## config.mk

```make
export PLATFORM = sky130hd
export DESIGN_NAME = sweep_table
export DESIGN_NICKNAME = d
export VERILOG_FILES = /design/src/rtl/sbox_sweep_pkg.sv /design/src/rtl/sweep_table.sv
export SDC_FILE = /design/constraint.sdc
export NUM_CORES = 1
export LEC_CHECK = 0
export BUFFER_PORTS_ARGS = -buffer_cell sky130_fd_sc_hd__buf_2
export CAP_MARGIN = 20
export CORE_UTILIZATION = 40
export DETAILED_ROUTE_END_ITERATION = 8
export GPL_TIMING_DRIVEN = 0
export SYNTH_ARGS = -nofsm -noshare
export SYNTH_HDL_FRONTEND = slang
export SYNTH_SLANG_ARGS = --single-unit
```

## constraint.sdc

```tcl
create_clock -name clk -period 2 [get_ports clk]
set_input_delay 0.1 -clock clk [delete_from_list [all_inputs] [get_ports clk]]
set_output_delay 0.1 -clock clk [all_outputs]
set_load 0.005 [all_outputs]
```

## src/rtl/sbox_sweep_pkg.sv

```systemverilog
// Shared definitions for the S-box sweep checker: default width, derived sizes
// and the sweep controller state encoding.
package sbox_sweep_pkg;

  localparam int SB_W = 6;
  localparam int N    = 1 << SB_W;
  localparam int CW   = SB_W + 1;

  typedef enum logic [1:0] {
    IDLE  = 2'd0,
    SWEEP = 2'd1,
    DONE  = 2'd2
  } state_t;

endpackage

```

## src/rtl/sweep_table.sv

```systemverilog
// Response table: one synchronous write port, one registered read port.
// Storage has no reset so it maps onto distributed RAM; only the read register resets.
module sweep_table
  import sbox_sweep_pkg::*;
#(
  parameter int W = SB_W
) (
  input  logic         clk,
  input  logic         rst,
  input  logic         i_we,
  input  logic [W-1:0] i_wr_addr,
  input  logic [W-1:0] i_wr_data,
  input  logic [W-1:0] i_rd_addr,
  output logic [W-1:0] o_rd_data
);

  localparam int NE = 1 << W;

  logic [W-1:0] r_mem [NE];
  logic [W-1:0] r_rd_data;

  // Table write
  always_ff @(posedge clk) begin
    if (i_we) begin
      r_mem[i_wr_addr] <= i_wr_data;
    end
  end

  // Registered read port
  always_ff @(posedge clk or posedge rst) begin
    if (rst) begin
      r_rd_data <= {W{1'b0}};
    end else begin
      r_rd_data <= r_mem[i_rd_addr];
    end
  end

  assign o_rd_data = r_rd_data;

endmodule

```

# Word level (Yosys, flattened, before mapping)
# Memories as Yosys holds them, arrays and structs flattened. A register that Yosys moved wholly into a read port is not among the register bits.
# Cells that the tools add are included.
[classes]
reduce_logical = 0
div = 0
n_addsub = 0
order_cmp = 0
n_bitwise = 0
n_eq_ne = 0
muxes = 2
shifts = 0
n_mul = 0
[op_table]
columns = ["operator", "n"]
rows = [
  ["2-to-1 mux 1 bit", 2],
]
[totals]
rom_bits = 0
word_cells = 3
latchBits = 0
input_bits = 21
out_inout_bits = 6
mem_count = 1
ramBits = 384
reg_bits = 0
[mem_list]
columns = ["memory", "words", "width", "rd", "rd_clocked_by_memory_dff", "write_ports", "line_no", "text"]
rows = [
  ["r_mem", 64, 6, 1, 1, 1, "sweep_table.sv:19", "logic [W-1:0] r_mem [NE];"],
]

# Longest topological paths before layout
# Gate-level depths: netlist (run 1).
[depth]
word_depth = 2
mapped_depth = 10
ltp_nobuf = 6

# Worst setup path before layout (run 1)
# No wires, ideal clock.
[synth_timing]
kind = "input port to flip-flop"
start = "input port i_wr_addr[5]"
end = "memory r_mem[39][0] (netlist name) (enable)"
required_time_ns = 1.650
arrival_ns = 1.256
slack_ns = 0.394
cell_stages = 4
setup_ns = 0.350
cell_sequence = "clkbuf_1 or3b_2 clkbuf_1 nor2_1"
[synth_lines]
columns = ["element", "line_no", "text"]
rows = [
  ["from (decl)", "sweep_table.sv:11", "input logic [W-1:0] i_wr_addr,"],
  ["to (decl)", "sweep_table.sv:19", ""],
]
# Straight into the memory's write port.

==> results of run 1 <==
## repair_timing
action                                  CTS  global route
endpoints found under the hold margin     6            39
resized for setup                         3             4
endpoints found under the setup margin    4             3
buffers inserted                          0             0
hold buffers                              1             4
## path summary, 6_finish.rpt
path	end	startpoint	slack, ps	cells past startpoint
setup / recovery	o_rd_data[4]	i_rd_addr[1]	30	7
hold / removal	o_rd_data[1]	rst	50	3
min in group clk	o_rd_data[3]	i_rd_addr[5]	80	4
hold reg to reg	o_rd_data[0]	r_mem[62][0]	1000	6
setup reg to reg	o_rd_data[4]	r_mem[19][4]	30	4
max in group asynchronous	o_rd_data[0]	rst	1720	3
## cell families after synthesis
logic type / Yosys count / share of synthesized area, %
flip-flops: 390 / 76.1
AND/OR/NAND/NOR: 139 / 4.16
buffers and inverters: 41 / 1.79
AO/OA/AOI/OAI: 64 / 2.84
multiplexers: 127 / 15.1
## placed cells by master (no fill, tap or decap), types with 14 or more instances in the layout
master | netlist | layout
mux4_2 | 70 | 70
clkbuf_16 | 0 | 42
mux2i_1 | 40 | 40
clkbuf_1 | 18 | 29
nor2_1 | 69 | 69
nand3_1 | 20 | 20
o22ai_1 | 14 | 14
edfxtp_1 | 384 | 384
buf_2 | 8 | 25
nand2_1 | 18 | 18
## routing by layer
layer,track usage [%],share of wire [%]
met3,3.25,7.1
met1,27.9,43
met2,31.1,47
met4,6.20,2.7
met5,0,0
## tightest hold or removal path: stages
cell and delay, ps:
dlygate4sd3_1 530, buf_2 120, inv_1 230
## where the power goes
| part | internal [uW] | switching, uW |
|---|---|---|
| logic | 345 | 606 |
| registers | 9050 | 16.6 |
| clock network | 4240 | 3010 |
| total | 13600 | 3630 |
## through the flow
step | hold WS (ps) | std cells | power [uW] | setup slack [ps]
2_1_floorplan | -109 | 761 | 9730 | 394
3_3_place_gp | 49.5 | 1290 | 10100 | -674
3_5_place_dp | 52.2 | 1291 | 10200 | -698
4_1_cts | 35.2 | 1364 | 17300 | 19.7
5_1_grt | 86.7 | 1372 | 17700 | 22.0
6_report | 45.8 | 1372 | 17300 | 27.0
## sequential cells by signal, indices dropped and copies added (netlist names)
name / flops
r_mem: 384
o_rd_data: 6
## layout make-up
type                            count  area (sq um)
Fill cell                        3211         20200
Sequential cell                   390         11700
Multi-Input combinational cell    330          3400
Clock buffer                       57          1110
Tap cell                          511           639
Buffer                             39           272
Timing Repair Buffer               29           260
Clock inverter                     15           151
Inverter                            1          3.75
==> results.py, run 1 <==
metrics = {
    "pwr": {
        "vdd_ir_drop_max_mv": 0.607,
        "power_leakage_uw": 0.00555,
        "p_per_area_nw_per_um2": 986,
    },
    "critical_path": {
        "path_cells": "buf_2 > buf_4 > buf_2 > mux2i_1 > nand3_1 > o21ai_0 > o41ai_1",
        "cp-start-kind": "primary input",
        "endpoint_kind": "register",
        "slowest_delay_ps": 700,
        "crit_path_top_delay_cell": "o41ai_1",
        "path_buf_inv": 3,
        "arrival_ps": 2320,
        "crit_top_cell": "buf_2",
        "worst-setup-path-type": "in2reg",
        "crit_path_max_fanout": 10,
        "crit_required_ps": 2350,
        "critPathTopFamily": "buffers and inverters",
    },
    "floorplanning": {
        "core_area_sq_um": 37800,
        "pin_count": 27,
        "die_h_um": 198,
        "floorplan.initialDensity_pct": 40.7,
        "die_w_um": 198,
        "rows": 71,
        "dieArea_sq_um": 39200,
    },
    "timing": {
        "setup_viol": 0,
        "hold_viol_final": 0,
        "maxSlewViolCount": 0,
        "fin_crit_sh_pct": 98.6,
        "setup-tns-final_ps": 0,
        "clock_skew_ps": 22.4,
        "grt_setup_unrepaired": "no",
        "period_needed_ps": 1970,
        "max_freq_ghz": 0.507,
        "relSlewSlack_pct": 35.9,
        "worstMarginPinSlew_ps": 954,
    },
    "clock_network": {
        "cts_made_buffers": 41,
        "clk_pin_slew_ps": 60,
        "cts_sinks": 390,
        "clock_latency_ps": 530,
        "cts_tree": "done",
        "cts.htree.levels": 2,
        "root_buffer": "clkbuf_16",
        "clockBufferDepth": 3,
    },
    "logic_synthesis": {
        "syn_inst": 761,
        "synth.distinct_cells": 42,
        "synth_top_area_share_pct": 75.1,
        "synth-edff-count": 384,
        "syn_avg_cell_area_sq_um": 20.2,
        "synthTopCellsByCount": "384 x edfxtp_1, 70 x mux4_2, 69 x nor2_1",
        "synthTopCellsByArea": "edfxtp_1 75%, mux4_2 10%, mux2i_1 2.6%, mux4_1 1.7%, nor2_1 1.7%",
        "yosysSeqAreaShare_pct": 76.1,
        "synthArstFlopShare_pct": 1.54,
        "synth_area_sq_um": 15400,
        "synth.most_common_cell": "edfxtp_1",
        "ys.warnings.count": 0,
        "synth_ff_type": "edfxtp_1",
        "synth-seq-cells": 390,
        "synth_largest_area_cell": "edfxtp_1",
        "synth_nets": 782,
    },
    "route": {
        "dr.first_iter.drc_count": 922,
        "route.detailed.drc": 0,
        "viasPerCell": 5.58,
        "finalWirelength_mm": 37.2,
        "drt_first_pass_iters": 5,
        "wl_per_cell_um": 27.1,
        "vias": 7654,
        "drtAntennaViolNets": 0,
    },
    "job": {
        "max_cap_viol_count": 0,
    },
    "finish": {
        "nets": 853,
        "fin_util_pct": 46.4,
        "syn_to_final_growth_pct": 14.1,
        "drive_gt1_share_pct": 20.8,
        "post-route-cell-area_sq_um": 17500,
        "num_antenna_cells": 0,
    },
    "global_routing": {
        "grt_pass1_wl_mm": 54.0,
        "grt_pass1_vias": 7749,
        "grt_max_degree": 65,
        "grt-ovfl-total": 0,
        "antenna_found_initial": 0,
        "grt_usage_pct": 19.7,
    },
    "status": {
        "status": "completed",
    },
    "place": {
        "gp_congestion": 0.865,
        "dpl_cell_area_sq_um": 16100,
        "dpl.hpwl_mm": 23.5,
        "io_buffers": 18,
    },
    "worst_hold_path": {
        "hp-class": "in2async",
    },
}
Note: power is estimated with default switching activity, not from simulation.
==> inputs of run 2 (changes only) <==
- ABC_AREA: default -> 1
==> results.py, run 2 <==
metrics = {
    "finish": {
        "largest_reg_flops": 384,
        "final_common_cell": "nand2_1",
        "multi_input_area_sq_um": 3830,
        "regMostFlops": "r_mem",
        "post-route-cell-area_sq_um": 18300,
        "fill_cells": 3514,
        "final_cells": 2004,
        "syn_to_final_growth_pct": 14.9,
        "layout_common_cells": "486 x nand2_1, 384 x edfxtp_1, 331 x nand3_1",
        "regArea_sq_um": 11700,
        "drive_gt1_share_pct": 10.6,
        "num_antenna_cells": 0,
        "nets": 1474,
    },
    "logic_synthesis": {
        "yosysSeqAreaShare_pct": 73.2,
        "synth.distinct_cells": 13,
        "synth_nets": 1398,
        "synthTopCellsByArea": "edfxtp_1 72%, nand2_1 11%, nand3_1 10%, buf_2 1.3%, nor2_1 1.3%",
        "synth-xor-area-share_pct": 0,
        "synth_area_sq_um": 16000,
        "synth-edff-count": 384,
        "synth_largest_area_cell": "edfxtp_1",
        "synth_compound_area_share_pct": 0,
        "synth_ff_type": "edfxtp_1",
        "synth-seq-cells": 390,
        "synthArstFlopShare_pct": 1.54,
        "syn_avg_cell_area_sq_um": 11.6,
        "synth_fa_ha_area_share_pct": 0,
        "synthTopCellsByCount": "486 x nand2_1, 384 x edfxtp_1, 331 x nand3_1",
        "synth_top_area_share_pct": 72.3,
        "synth.most_common_cell": "nand2_1",
        "ys.warnings.count": 0,
        "synth_top_family_by_area": "simple AND/OR/NAND/NOR gates",
        "syn_inst": 1377,
        "yosys.area_share.simple_pct": 23.8,
        "muxShareOfSynthArea_pct": 0,
    },
    "global_routing": {
        "grt_max_degree": 43,
        "grt_usage_pct": 23.1,
        "grt_pass1_vias": 10400,
        "grt_pass1_wl_mm": 68.1,
        "grt-ovfl-total": 0,
        "antenna_found_initial": 0,
    },
    "timing": {
        "fin_crit_sh_pct": 90.8,
        "worstMarginPinSlew_ps": 968,
        "hold_viol_final": 0,
        "relSlewSlack_pct": 34.9,
        "period_needed_ps": 1820,
        "clock_skew_ps": 24.2,
        "setup_viol": 0,
        "max_freq_ghz": 0.551,
        "setup_ws_ps": 184,
        "holdWs_ps": 44.9,
        "grt_setup_unrepaired": "no",
        "maxSlewViolCount": 0,
    },
    "critical_path": {
        "crit_required_ps": 2170,
        "cp-start-kind": "primary input",
        "reg2reg_from": "r_mem[15][1]",
        "r2r-end": "o_rd_data[1]",
        "reg2reg_depth": 8,
        "r2r_slack_ps": 580,
        "slowest_delay_ps": 770,
        "crit_path_max_fanout": 9,
        "endpoint_kind": "register",
        "worst-setup-path-type": "in2reg",
        "path_cells": "clkbuf_1 > inv_1 > nand4_1 > nor2_1",
        "cp-startpoint": "i_wr_addr[2]",
        "crit_path_top_delay_cell": "nor2_1",
        "arrival_ps": 1980,
    },
    "route": {
        "drt_first_pass_iters": 6,
        "viasPerCell": 5.43,
        "vias": 10900,
        "route.detailed.drc": 0,
        "wl_per_cell_um": 23.1,
        "dr.first_iter.drc_count": 1279,
        "drtAntennaViolNets": 0,
        "finalWirelength_mm": 46.3,
    },
    "floorplanning": {
        "dieArea_sq_um": 40700,
        "pin_count": 27,
        "die_h_um": 202,
        "floorplan.initialDensity_pct": 40.9,
        "die_w_um": 202,
        "core_area_sq_um": 39000,
        "rows": 72,
    },
    "place": {
        "dp_cells": 1926,
        "dpl_cell_area_sq_um": 16900,
        "io_buffers": 20,
        "pre_cts_ws_ps": -277,
        "dpl.hpwl_mm": 32.2,
        "gp_congestion": 1.03,
    },
    "clock_network": {
        "cts.htree.levels": 2,
        "root_buffer": "clkbuf_16",
        "cts_setup_buffers": 0,
        "clk_pin_slew_ps": 60,
        "cts_made_buffers": 41,
        "clock_latency_ps": 550,
        "cts_sinks": 390,
        "clockBufferDepth": 3,
        "cts_hold_buffers": 2,
        "cts_resized": 0,
        "cts_tree": "done",
    },
    "status": {
        "status": "completed",
    },
    "pwr": {
        "totalPowerFinal_uw": 18300,
        "p_per_area_nw_per_um2": 999,
        "vdd_ir_drop_max_mv": 0.562,
        "power_leakage_uw": 0.00664,
    },
    "worst_hold_path": {
        "hp-class": "in2async",
    },
    "job": {
        "max_cap_viol_count": 0,
    },
}
[run 2: layer usage]
layer  GRT usage (%)  wire (um)
met5               0          0
met4            8.44       1680
met3            3.51       3510
met2            36.7      21300
met1            32.2      19800
[run 2: final cells by class]
cell class	instances	area share (%)
clock inverters	21	1.55
inverters	13	0.266
flip-flops and latches	390	63.7
plain buffers	84	2.34
repair buffers	33	1.47
well taps	518	3.54
clock buffers	55	6.22
multi-input cells	890	20.9
[run 2: power breakdown]
part	internal, uW	total (uW)	switching [uW]
clock	4920	8050	3130
sequential	9040	9060	18.2
combinational	301	1200	896
[run 2: worst max-delay path by stage]
stage	to	slack [ps]	cells past startpoint
after floorplan	r_mem[48][0]	330	3
after global placement	r_mem[54][1]	-850	3
after detailed placement	r_mem[35][4]	-280	4
after CTS	r_mem[25][1]	300	4
after global routing	r_mem[16][4]	140	4
final	r_mem[25][1]	180	4
[run 2: logic make-up (layout without fill, tap and decap cells)]
logic type | count (synthesis) | count (layout)
buf+inv | 97 | 206
flops | 390 | 390
simple gates | 890 | 890
[run 2: stage by stage]
| stage | TNS [ps] | util [%] |
|---|---|---|
| after floorplan | 0 | - |
| after global placement | -41620 | 42.8 |
| after detailed placement | -55080 | 43.3 |
| after CTS | 0 | 47.0 |
| after global routing | 0 | 47.0 |
| final | 0 | 47.0 |
[run 2: critical path: cells and delay by family]
| kind | cells | cell delay [ps] |
|---|---|---|
| buffers and inverters | 2 | 540 |
| and+or+nand+nor | 2 | 1340 |
